<file path="src/rtl/cpu_seq_cntrl_if.sv">
// Bus between the LEGv8 multi-cycle sequencer and the datapath it steers.
// The master side is the sequencer; the slave side is the datapath/memory.
interface cpu_seq_cntrl_if;
  logic [10:0] inst;
  logic        zero;
  logic        flag_n;
  logic        flag_v;
  logic        mem_ready;
  logic        PCWrite;
  logic        PCsrc;
  logic        IRWrite;
  logic        RegWrite;
  logic        Reg2Loc;
  logic        ALUsrc;
  logic        SetFlags;
  logic        MemWrite;
  logic        MemRead;
  logic        MemtoReg;
  logic [2:0]  ALUcntrl;
  logic [2:0]  state;
  logic        illegal;

  modport master (
    input  inst, zero, flag_n, flag_v, mem_ready,
    output PCWrite, PCsrc, IRWrite, RegWrite, Reg2Loc, ALUsrc, SetFlags,
           MemWrite, MemRead, MemtoReg, ALUcntrl, state, illegal
  );

  modport slave (
    output inst, zero, flag_n, flag_v, mem_ready,
    input  PCWrite, PCsrc, IRWrite, RegWrite, Reg2Loc, ALUsrc, SetFlags,
           MemWrite, MemRead, MemtoReg, ALUcntrl, state, illegal
  );
endinterface

</file>
<file path="src/rtl/cpu_seq_cntrl.sv">
// Multi-cycle LEGv8 control sequencer: FETCH/DECODE/EXEC/MEM/WB with a
// multi-cycle MUL and a variable-latency memory handshake.
// Optional performance counters are enabled by defining CPU_SEQ_CNTRL_PERF_EN.
module cpu_seq_cntrl #(
  parameter int MUL_LAT = 4
) (
  input  logic clk,
  input  logic reset,
  cpu_seq_cntrl_if.master bus
`ifdef CPU_SEQ_CNTRL_PERF_EN
  ,
  output logic [31:0] retired_cnt,
  output logic [31:0] stall_cnt
`endif
);

  typedef enum logic [2:0] {
    IDLE   = 3'b000,
    FETCH  = 3'b001,
    DECODE = 3'b010,
    EXEC   = 3'b011,
    MEM    = 3'b100,
    WB     = 3'b101,
    TRAP   = 3'b111
  } state_t;

  typedef enum logic [3:0] {
    K_BAD, K_ADDI, K_ADDS, K_SUBS, K_MUL, K_LSL, K_LSR,
    K_B, K_CBZ, K_BLT, K_LDUR, K_STUR
  } kind_t;

  localparam logic [3:0] MUL_LAST = 4'(MUL_LAT - 1);

  state_t      cur, nxt;
  logic [10:0] opcode;
  logic [3:0]  mul_cnt;
  kind_t       kind;
  logic        mul_last;
  logic        in_instr;
  logic [2:0]  alu_op;
  logic        alu_src;
  logic        reg2loc;

  always_comb begin
    kind = K_BAD;
    casez (opcode)
      11'b1001000100?: kind = K_ADDI;
      11'b10101011000: kind = K_ADDS;
      11'b11101011000: kind = K_SUBS;
      11'b10011011000: kind = K_MUL;
      11'b11010011011: kind = K_LSL;
      11'b11010011010: kind = K_LSR;
      11'b000101?????: kind = K_B;
      11'b10110100???: kind = K_CBZ;
      11'b01010100???: kind = K_BLT;
      11'b11111000010: kind = K_LDUR;
      11'b11111000000: kind = K_STUR;
      default:         kind = K_BAD;
    endcase
  end

  // Static per-instruction controls, valid from DECODE to the instruction's last state
  always_comb begin
    alu_op  = 3'b000;
    alu_src = 1'b0;
    reg2loc = 1'b0;
    case (kind)
      K_ADDI:  begin alu_op = 3'b010; alu_src = 1'b1; end
      K_ADDS:  alu_op = 3'b010;
      K_SUBS:  alu_op = 3'b011;
      K_MUL:   alu_op = 3'b100;
      K_LSL:   begin alu_op = 3'b101; alu_src = 1'b1; end
      K_LSR:   begin alu_op = 3'b110; alu_src = 1'b1; end
      K_CBZ:   reg2loc = 1'b1;
      K_LDUR,
      K_STUR:  begin alu_op = 3'b010; alu_src = 1'b1; reg2loc = 1'b1; end
      default: ;
    endcase
  end

  assign mul_last = (mul_cnt == MUL_LAST);
  assign in_instr = (cur == DECODE) || (cur == EXEC) || (cur == MEM) || (cur == WB);

  always_ff @(posedge clk or posedge reset) begin
    if (reset) begin
      cur     <= IDLE;
      opcode  <= 11'd0;
      mul_cnt <= 4'd0;
    end else begin
      cur <= nxt;
      if (cur == FETCH) opcode <= bus.inst;
      if (cur == EXEC && kind == K_MUL) mul_cnt <= mul_last ? 4'd0 : mul_cnt + 4'd1;
      else                              mul_cnt <= 4'd0;
    end
  end

  always_comb begin
    nxt = cur;
    case (cur)
      IDLE:   nxt = FETCH;
      FETCH:  nxt = DECODE;
      DECODE: nxt = (kind == K_BAD) ? TRAP : EXEC;
      EXEC: begin
        case (kind)
          K_MUL:              nxt = mul_last ? WB : EXEC;
          K_B, K_CBZ, K_BLT:  nxt = FETCH;
          K_LDUR, K_STUR:     nxt = MEM;
          default:            nxt = WB;
        endcase
      end
      MEM:    if (bus.mem_ready) nxt = (kind == K_LDUR) ? WB : FETCH;
      WB:     nxt = FETCH;
      TRAP:   nxt = TRAP;
      default: nxt = IDLE;
    endcase
  end

  always_comb begin
    logic taken;
    taken        = 1'b0;
    bus.PCWrite  = 1'b0;
    bus.PCsrc    = 1'b0;
    bus.IRWrite  = 1'b0;
    bus.RegWrite = 1'b0;
    bus.SetFlags = 1'b0;
    bus.MemWrite = 1'b0;
    bus.MemRead  = 1'b0;
    bus.MemtoReg = 1'b0;
    bus.ALUcntrl = in_instr ? alu_op  : 3'b000;
    bus.ALUsrc   = in_instr ? alu_src : 1'b0;
    bus.Reg2Loc  = in_instr ? reg2loc : 1'b0;
    bus.state    = cur;
    bus.illegal  = (cur == TRAP);
    case (cur)
      FETCH: begin
        bus.IRWrite = 1'b1;
        bus.PCWrite = 1'b1;
      end
      EXEC: begin
        case (kind)
          K_B:   taken = 1'b1;
          K_CBZ: taken = bus.zero;
          K_BLT: taken = (bus.flag_n != bus.flag_v);
          default: taken = 1'b0;
        endcase
        bus.PCWrite  = taken;
        bus.PCsrc    = taken;
        bus.SetFlags = (kind == K_ADDS) || (kind == K_SUBS);
      end
      MEM: begin
        bus.MemRead  = (kind == K_LDUR);
        bus.MemWrite = (kind == K_STUR);
      end
      WB: begin
        bus.RegWrite = 1'b1;
        bus.MemtoReg = (kind == K_LDUR);
      end
      default: ;
    endcase
  end

`ifdef CPU_SEQ_CNTRL_PERF_EN
  // Retire on re-entry to FETCH from a working state; stalls are memory waits and extra MUL cycles
  always_ff @(posedge clk or posedge reset) begin
    if (reset) begin
      retired_cnt <= 32'd0;
      stall_cnt   <= 32'd0;
    end else begin
      if (nxt == FETCH && (cur == EXEC || cur == MEM || cur == WB))
        retired_cnt <= retired_cnt + 32'd1;
      if ((cur == MEM && !bus.mem_ready) ||
          (cur == EXEC && kind == K_MUL && mul_cnt != 4'd0))
        stall_cnt <= stall_cnt + 32'd1;
    end
  end
`endif

endmodule

</file>
<file path="src/flat_wrapper.sv">
// flat-port wrapper written by rule: the top's interface ports become plain ports
module cpu_seq_cntrl_flat 
#(
  parameter int MUL_LAT = 4
)
  (clk, reset, bus_inst, bus_zero, bus_flag_n, bus_flag_v, bus_mem_ready, bus_PCWrite, bus_PCsrc, bus_IRWrite, bus_RegWrite, bus_Reg2Loc, bus_ALUsrc, bus_SetFlags, bus_MemWrite, bus_MemRead, bus_MemtoReg, bus_ALUcntrl, bus_state, bus_illegal);
  cpu_seq_cntrl_if bus_i ();
  input  logic clk;
  input  logic reset;
  input wire logic [$bits(bus_i.inst)-1:0] bus_inst;
  input wire logic [$bits(bus_i.zero)-1:0] bus_zero;
  input wire logic [$bits(bus_i.flag_n)-1:0] bus_flag_n;
  input wire logic [$bits(bus_i.flag_v)-1:0] bus_flag_v;
  input wire logic [$bits(bus_i.mem_ready)-1:0] bus_mem_ready;
  output wire logic [$bits(bus_i.PCWrite)-1:0] bus_PCWrite;
  output wire logic [$bits(bus_i.PCsrc)-1:0] bus_PCsrc;
  output wire logic [$bits(bus_i.IRWrite)-1:0] bus_IRWrite;
  output wire logic [$bits(bus_i.RegWrite)-1:0] bus_RegWrite;
  output wire logic [$bits(bus_i.Reg2Loc)-1:0] bus_Reg2Loc;
  output wire logic [$bits(bus_i.ALUsrc)-1:0] bus_ALUsrc;
  output wire logic [$bits(bus_i.SetFlags)-1:0] bus_SetFlags;
  output wire logic [$bits(bus_i.MemWrite)-1:0] bus_MemWrite;
  output wire logic [$bits(bus_i.MemRead)-1:0] bus_MemRead;
  output wire logic [$bits(bus_i.MemtoReg)-1:0] bus_MemtoReg;
  output wire logic [$bits(bus_i.ALUcntrl)-1:0] bus_ALUcntrl;
  output wire logic [$bits(bus_i.state)-1:0] bus_state;
  output wire logic [$bits(bus_i.illegal)-1:0] bus_illegal;
  assign bus_i.inst = bus_inst;
  assign bus_i.zero = bus_zero;
  assign bus_i.flag_n = bus_flag_n;
  assign bus_i.flag_v = bus_flag_v;
  assign bus_i.mem_ready = bus_mem_ready;
  assign bus_PCWrite = bus_i.PCWrite;
  assign bus_PCsrc = bus_i.PCsrc;
  assign bus_IRWrite = bus_i.IRWrite;
  assign bus_RegWrite = bus_i.RegWrite;
  assign bus_Reg2Loc = bus_i.Reg2Loc;
  assign bus_ALUsrc = bus_i.ALUsrc;
  assign bus_SetFlags = bus_i.SetFlags;
  assign bus_MemWrite = bus_i.MemWrite;
  assign bus_MemRead = bus_i.MemRead;
  assign bus_MemtoReg = bus_i.MemtoReg;
  assign bus_ALUcntrl = bus_i.ALUcntrl;
  assign bus_state = bus_i.state;
  assign bus_illegal = bus_i.illegal;
  cpu_seq_cntrl #(.MUL_LAT(MUL_LAT)) u_core (.clk(clk), .reset(reset), .bus(bus_i));
endmodule
</file>
<file path="config.mk">
export PLATFORM = sky130hd
export DESIGN_NAME = cpu_seq_cntrl_flat
export DESIGN_NICKNAME = d
export VERILOG_FILES = /design/src/rtl/cpu_seq_cntrl_if.sv /design/src/rtl/cpu_seq_cntrl.sv /design/src/flat_wrapper.sv
export SDC_FILE = /design/constraint.sdc
export NUM_CORES = 1
export LEC_CHECK = 0
export CAP_MARGIN = 0
export CELL_PAD_IN_SITES_DETAIL_PLACEMENT = 1
export CELL_PAD_IN_SITES_GLOBAL_PLACEMENT = 1
export CORE_AREA = 2 2 79 51
export CTS_CLUSTER_DIAMETER = 150
export DETAILED_ROUTE_END_ITERATION = 8
export DIE_AREA = 0 0 81 53
export PLACE_DENSITY_LB_ADDON = 0.05
export SKIP_LAST_GASP = 1
export SLEW_MARGIN = 10
export SYNTH_ARGS = -nofsm -noshare
export SYNTH_HDL_FRONTEND = slang
export SYNTH_SLANG_ARGS = --single-unit
</file>
<file path="constraint.sdc">
create_clock -name clk -period 2.4 [get_ports clk]
set_input_delay 0.48 -clock clk [delete_from_list [all_inputs] [get_ports clk]]
set_output_delay 0.48 -clock clk [all_outputs]
set_load 0.1 [all_outputs]
</file>
==> run_results.csv, run 1 <==
group,metric,value,unit
run_status,status,"complete, but fails checks",
run_status,violations,"negative setup slack",
yosys,synth_adder_area_share,1.007,%
yosys,synthFlopType,"dfrtp_1",
worst_hold_path,min_from,"u_core.mul_cnt[0]",
setup_path,critical_path_arrival,2.29,ns
setup_path,r2r_end,"u_core.bus.state[2]",
worst_hold_path,min_path_cells,1,
global_routing,grt_pass1_vias,1452,
floorplanning,die-width,81,um
sta,hold_ws,0.5153,ns
yosys,synth_seq_area_share,36.25,%
final_layout,final_util,70.59,%
setup_path,crit_type,"reg -> out",
power,power.leakage,1.056,nW
place,dp_hpwl,3.182,mm
setup_path,path_max_fanout,3,
worst_hold_path,hp-class,"reg -> reg",
yosys,async_flop_share,100.0,%
floorplanning,std_cell_rows,17,
flow_run,cap_violations,0,
global_routing,grt_max_degree,19,
cts,numCtsBuffers,3,
sta,finalCritPeriodShare,115.4,%
yosys,ys_ff_latch,18,
routing,vias,1452,
worst_hold_path,hold_end,"u_core.mul_cnt[0]",
final_layout,layout-drive-gt1-share,59.43,%
place,numPortBuffers,33,
sta,worstMarginPinSlew,0.7381,ns
yosys,synth_compound_area_share,14.90,%
yosys,yosysUniqueCellTypes,46,
floorplanning,die_y,53,um
cts,clk_path_buf_depth,2,
final_layout,final_common_cell,"buf_4",
global_routing,grt_overflow,0,
routing,routed_wl,6.717,mm
place,dp_slack,-0.05802,ns
setup_path,cp.required,1.92,ns
floorplanning,core-area,3531,sq um
sta,rsz0062_at_grt,"yes",
final_layout,layout.nets,231,
yosys,synthSimpleGateAreaFrac,32.73,%
routing,ant_nets,0,
final_layout,layout_common_cells,"buf_4 (43), clkdlybuf4s50_1 (16), buf_12 (13), dfrtp_1 (13), buf_6 (12)",
cts,cts_root_buffer,"clkbuf_8",
sta,timing.fmax,361.2,MHz
routing,drt_iter0_drc,90,
yosys,netlist_area,1242,sq um
cts,cts_sinks,18,
place,gp_congestion,0.8169,
yosys,synth_xor_area_share,3.525,%
routing,drcViolationCount,0,
sta,slew_headroom,50.74,%
cts,clock_latency,0.26,ns
cts,cts_tree,"done",
place,place_area,2043,sq um
floorplanning,ioPinCount,34,
setup_path,rrSetupSlack,0.36,ns
power,power.density,1334,nW/um^2
yosys,postSynthCellCount,130,
yosys,syn_nets,148,
routing,firstDrtPassIters,4,
yosys,synth.area.mux_share,8.157,%
floorplanning,initial_core_util,35.19,%
setup_path,r2r-start,"u_core.opcode[9]",
global_routing,track_usage,27.46,%
yosys,ys_warn_count,0,
sta,drv_slew,0,
final_layout,nFillCells,356,
final_layout,areaGrowthSynthToFinish,100.6,%
sta,fin_skew,0.005244,ns
sta,setup_slack,-0.3686,ns
power,ir_drop,0.0009472,V
sta,setup_viol,11,
global_routing,grt_pass1_wl,8.424,mm
sta,hold_violations,0,
floorplanning,die-area,4293,sq um
routing,vias_per_cell,5.606,
global_routing,antenna_found_initial,0,
yosys,postSynthAreaPerCell,9.557,sq um
setup_path,reg2reg_depth,7,
cts,cts.reportedPaths.clkPinSlew,0.08,ns
final_layout,design_area,2492,sq um
setup_path,cp-end-kind,"output pin",
cts,htreeDepth,1,
setup_path,worstSetupStartpointType,"register",
yosys,synth_top_family_by_area,"simple AND/OR/NAND/NOR gates",
yosys,synth-edff-count,0,
routing,wl_per_cell,25.93,um
sta,finalCriticalPeriod,2.769,ns
final_layout,num_antenna_cells,0,
-- kinds of logic after synthesis --
| group | count (synthesis) |
|---|---|
| XOR/XNOR | 5 |
| buffers and inverters | 10 |
| AO/OA/AOI/OAI | 25 |
| multiplexers | 9 |
| flip-flops | 18 |
| AND/OR/NAND/NOR | 62 |
| adder cells (fa/ha/maj) | 1 |
-- cells in the mapped netlist (2+ instances only) --
library cell | number | area (sq um)
a31oi_1 | 3 | 18.77
a22o_1 | 2 | 17.52
and3_1 | 3 | 18.77
xnor2_1 | 4 | 35.03
nand3_1 | 4 | 20.02
buf_2 | 4 | 20.02
dfrtp_1 | 18 | 450.4
o21ai_0 | 3 | 15.01
a211oi_1 | 2 | 15.01
nor2_1 | 12 | 45.04
nor4_2 | 2 | 25.02
a21oi_1 | 5 | 25.02
nor4_1 | 4 | 25.02
clkbuf_1 | 2 | 7.510
nand3b_1 | 2 | 15.01
nor3_1 | 4 | 20.02
nor2b_1 | 3 | 18.77
and2_1 | 4 | 25.02
inv_1 | 4 | 15.01
nand2_1 | 11 | 41.29
mux2_2 | 9 | 101.4
-- state kept, by name, summed over array words and instances, names as in the netlist --
name and flops:
u_core.opcode 11, u_core.mul_cnt 4, u_core.bus.state 3
-- how the worst max path moves through the flow --
stage                     start         endpoint  slack [ns]
5_1_grt        u_core.opcode[2]  bus_ALUcntrl[1]       -0.43
3_5_place_dp   u_core.opcode[1]      bus_Reg2Loc       -0.06
2_1_floorplan  u_core.opcode[6]  bus_ALUcntrl[2]       -0.25
6_report       u_core.opcode[2]  bus_ALUcntrl[1]       -0.37
3_3_place_gp   u_core.opcode[5]  bus_ALUcntrl[1]        0.02
4_1_cts        u_core.opcode[2]      bus_Reg2Loc       -0.18
-- power breakdown --
group          internal, mW  switching, mW  total [mW]
registers             0.447          0.230       0.676
logic                 0.996           1.40        2.39
clock network         0.146          0.111       0.257
total                  1.59           1.74        3.33
-- area by class of cell --
class                      count  area (sq um)  area share [%]
timing repair buffer          84         878.3           35.24
multi-input combinational    102          1021           40.96
sequential                    18         464.2           18.62
inverter                       4         15.01          0.6024
tap                           47         58.81           2.359
clock buffer                   4         55.05           2.209
-- per-layer routing --
| layer | part of all wire (%) | GRT usage [%] | vias up | routed length (um) |
|---|---|---|---|---|
| met2 | 50 | 46.28 | 65 | 3384 |
| met5 | 0 | 0 | - | 0 |
| li1 | - | - | 648 | - |
| met3 | 6.7 | 6.826 | 18 | 453 |
| met4 | 2.5 | 5.650 | 0 | 167 |
| met1 | 40 | 35.92 | 721 | 2711 |
-- what timing repair did --
| item | in CTS | in global routing |
|---|---|---|
| pin swaps | 8 | 14 |
| hold buffers | 0 | 0 |
| setup buffers | 11 | 17 |
| hold endpoints to repair | 0 | 0 |
| endpoints found under the setup margin | 10 | 10 |
| resized for setup | 24 | 16 |
| cloned | 0 | 0 |
-- critical path: stages (launching register included) --
cell	delay, ns
dfrtp_1	0.42
buf_6	0.13
nand3b_1	0.26
buf_6	0.19
nor4_4	0.26
a2111o_1	0.28
a31oi_2	0.16
nor2_4	0.15
buf_12	0.18
-- metrics by stage --
| stage | total power [mW] | setup TNS, ns | std cells |
|---|---|---|---|
| after floorplan | 1.795 | -0.5812 | 130 |
| after global placement | 2.377 | 0 | 230 |
| after detailed placement | 2.439 | -0.1169 | 230 |
| after CTS | 2.900 | -0.8630 | 244 |
| after global routing | 3.433 | -2.671 | 259 |
| final | 3.326 | -2.052 | 259 |
(Power assumes the default switching activity.)
==> inputs of run 2 (changes only) <==
--- a/config.mk
+++ b/config.mk
@@ -8,10 +8,10 @@
 export CAP_MARGIN = 0
 export CELL_PAD_IN_SITES_DETAIL_PLACEMENT = 1
 export CELL_PAD_IN_SITES_GLOBAL_PLACEMENT = 1
-export CORE_AREA = 2 2 79 51
+export CORE_AREA = 2 2 84 54
 export CTS_CLUSTER_DIAMETER = 150
 export DETAILED_ROUTE_END_ITERATION = 8
-export DIE_AREA = 0 0 81 53
+export DIE_AREA = 0 0 86 56
 export PLACE_DENSITY_LB_ADDON = 0.05
 export SKIP_LAST_GASP = 1
 export SLEW_MARGIN = 10
==> constraint.sdc (replaced) <==
create_clock -name clk -period 2.3 [get_ports clk]
set_input_delay 0.46 -clock clk [delete_from_list [all_inputs] [get_ports clk]]
set_output_delay 0.46 -clock clk [all_outputs]
set_load 0.1 [all_outputs]
==> run_results.csv, run 2 (synthesis results as in run 1) <==
group,metric,value,unit
cts,clock_latency,0.25,ns
floorplanning,die-width,86,um
routing,drt_iter0_drc,45,
global_routing,grt_pass1_wl,6.824,mm
final_layout,largest_reg_flops,11,
power,power.density,1303,nW/um^2
run_status,status,"complete, but fails checks",
setup_path,r2r_end,"u_core.bus.state[2]",
global_routing,grt_max_degree,19,
cts,numCtsBuffers,3,
final_layout,num_antenna_cells,0,
sta,setup_slack,-0.2992,ns
final_layout,layout-drive-gt1-share,56.93,%
sta,fin_tns_setup,-1.755,ns
cts,cts_root_buffer,"clkbuf_8",
final_layout,final_common_cell,"buf_4",
routing,firstDrtPassIters,4,
power,ir_drop,0.0008195,V
floorplanning,die-area,4816,sq um
place,dp_hpwl,3.118,mm
place,numPortBuffers,33,
floorplanning,core-area,3986,sq um
final_layout,layout.nets,221,
setup_path,max_stage_delay,0.44,ns
floorplanning,std_cell_rows,18,
sta,hold_violations,0,
setup_path,worstSetupPathDepth,6,
sta,finalCriticalPeriod,2.599,ns
floorplanning,die_y,56,um
setup_path,rrSetupSlack,0.35,ns
routing,vias,1300,
sta,slew_headroom,52.01,%
setup_path,worstSetupEndpoint,"bus_ALUcntrl[2]",
global_routing,track_usage,18.27,%
setup_path,cp.required,1.84,ns
setup_path,cp-end-kind,"output pin",
sta,fin_skew,0.001242,ns
setup_path,critical_path_arrival,2.14,ns
routing,drcViolationCount,0,
sta,hold_ws,0.4690,ns
sta,worstMarginPinSlew,0.7163,ns
global_routing,grt_pass1_vias,1344,
place,gp_congestion,0.8004,
cts,cts.reportedPaths.clkPinSlew,0.07,ns
cts,hold_buffers,0,
setup_path,path_max_fanout,5,
setup_path,timing.critical_path.buf_inv,2,
setup_path,crit_slowest_cell,"a2111o_1",
setup_path,crit_path_cell_trace,"buf_6, and4bb_2, nor4b_4, a2111o_1, a211oi_4, buf_12",
floorplanning,ioPinCount,34,
sta,setup_viol,8,
global_routing,grt_overflow,0,
cts,clk_path_buf_depth,2,
setup_path,r2r-start,"u_core.opcode[0]",
cts,cts_sinks,18,
final_layout,areaGrowthSynthToFinish,91.04,%
setup_path,reg2reg_depth,7,
routing,wl_per_cell,16.68,um
floorplanning,initial_core_util,31.17,%
setup_path,worstSetupStartpointType,"register",
place,placedCellCount,234,
worst_hold_path,hp-class,"reg -> reg",
flow_run,cap_violations,0,
sta,rsz0062_at_grt,"yes",
routing,routed_wl,4.204,mm
sta,timing.fmax,384.7,MHz
run_status,violations,"negative setup slack",
sta,drv_slew,0,
cts,cts_tree,"done",
final_layout,layout_common_cells,"buf_4 (35), clkdlybuf4s50_1 (16), buf_12 (15)",
cts,htreeDepth,1,
routing,ant_nets,0,
final_layout,largest_register,"u_core.opcode",
setup_path,critPathLaunch,"u_core.opcode[8]",
global_routing,antenna_found_initial,0,
final_layout,final_cells,252,
setup_path,crit_type,"reg -> out",
routing,vias_per_cell,5.159,
setup_path,cpLargestDelayFamily,"compound AO/OA/AOI/OAI gates",
power,power.leakage,0.9679,nW
sta,finalCritPeriodShare,113.0,%
## run 2: cell types whose count changed in the layout (fill, tap and decap cells not counted), moves of 3 or more
cell / previous run / this run
buf_4: 43 / 35
buf_6: 12 / 8
nor3_1: 1 / 4
nor3_4: 3 / 0
## run 2: worst min-delay path by stage
stage | from | to | slack (ns) | cells past startpoint
floorplan | reset | u_core.bus.state[0] | 0.40 | 1
global placement | u_core.mul_cnt[0] | u_core.mul_cnt[0] | 0.45 | 1
detailed placement | u_core.mul_cnt[0] | u_core.mul_cnt[0] | 0.46 | 1
CTS | u_core.mul_cnt[0] | u_core.mul_cnt[0] | 0.47 | 1
global route | u_core.mul_cnt[0] | u_core.mul_cnt[0] | 0.49 | 1
finish | u_core.mul_cnt[0] | u_core.mul_cnt[0] | 0.47 | 1
## run 2: final cells by class
cell class	count	area, sq um
Clock buffer	4	55.05
Fill cell	425	1613
Inverter	4	18.77
Multi-Input combinational cell	102	957.2
Sequential cell	18	466.7
Tap cell	50	62.56
Timing Repair Buffer	74	813.3
## run 2: power breakdown
| group | switching, mW | internal, mW |
|---|---|---|
| Combinational | 1.19 | 0.941 |
| Clock | 0.104 | 0.152 |
| Sequential | 0.238 | 0.470 |
| Total | 1.53 | 1.56 |
## run 2: worst reg2reg max path: cells and delay by family, from the launching register on
family          cells  cell delay, ns
flops               1            0.40
buf+inv             2            0.23
compound gates      2            0.29
simple gates        3            0.92
## run 2: repair_timing
item / CTS / global route
pin swaps: 13 / 11
buffers inserted: 11 / 5
gates cloned: 0 / 0
resized for setup: 16 / 11
endpoints found under the setup margin: 11 / 11
## run 2: metal layers
layer | vias to the layer above | wire [um] | GRT usage, %
li1 | 626 | - | -
met1 | 635 | 1950 | 24.34
met2 | 33 | 2006 | 30.23
met3 | 6 | 204 | 4.599
met4 | 0 | 42 | 3.175
met5 | - | 0 | 0
## run 2: stage by stage
stage / utilization, % / total power [mW] / cell area (sq um) / worst slack (ns)
after floorplan: - / 1.878 / 1384 / -0.3268
after global placement: 52.04 / 2.496 / 2074 / -0.05070
after detailed placement: 52.04 / 2.534 / 2074 / -0.1138
after CTS: 58.10 / 2.984 / 2316 / -0.2468
after global routing: 59.54 / 3.262 / 2374 / -0.3480
final: 59.54 / 3.092 / 2374 / -0.2992
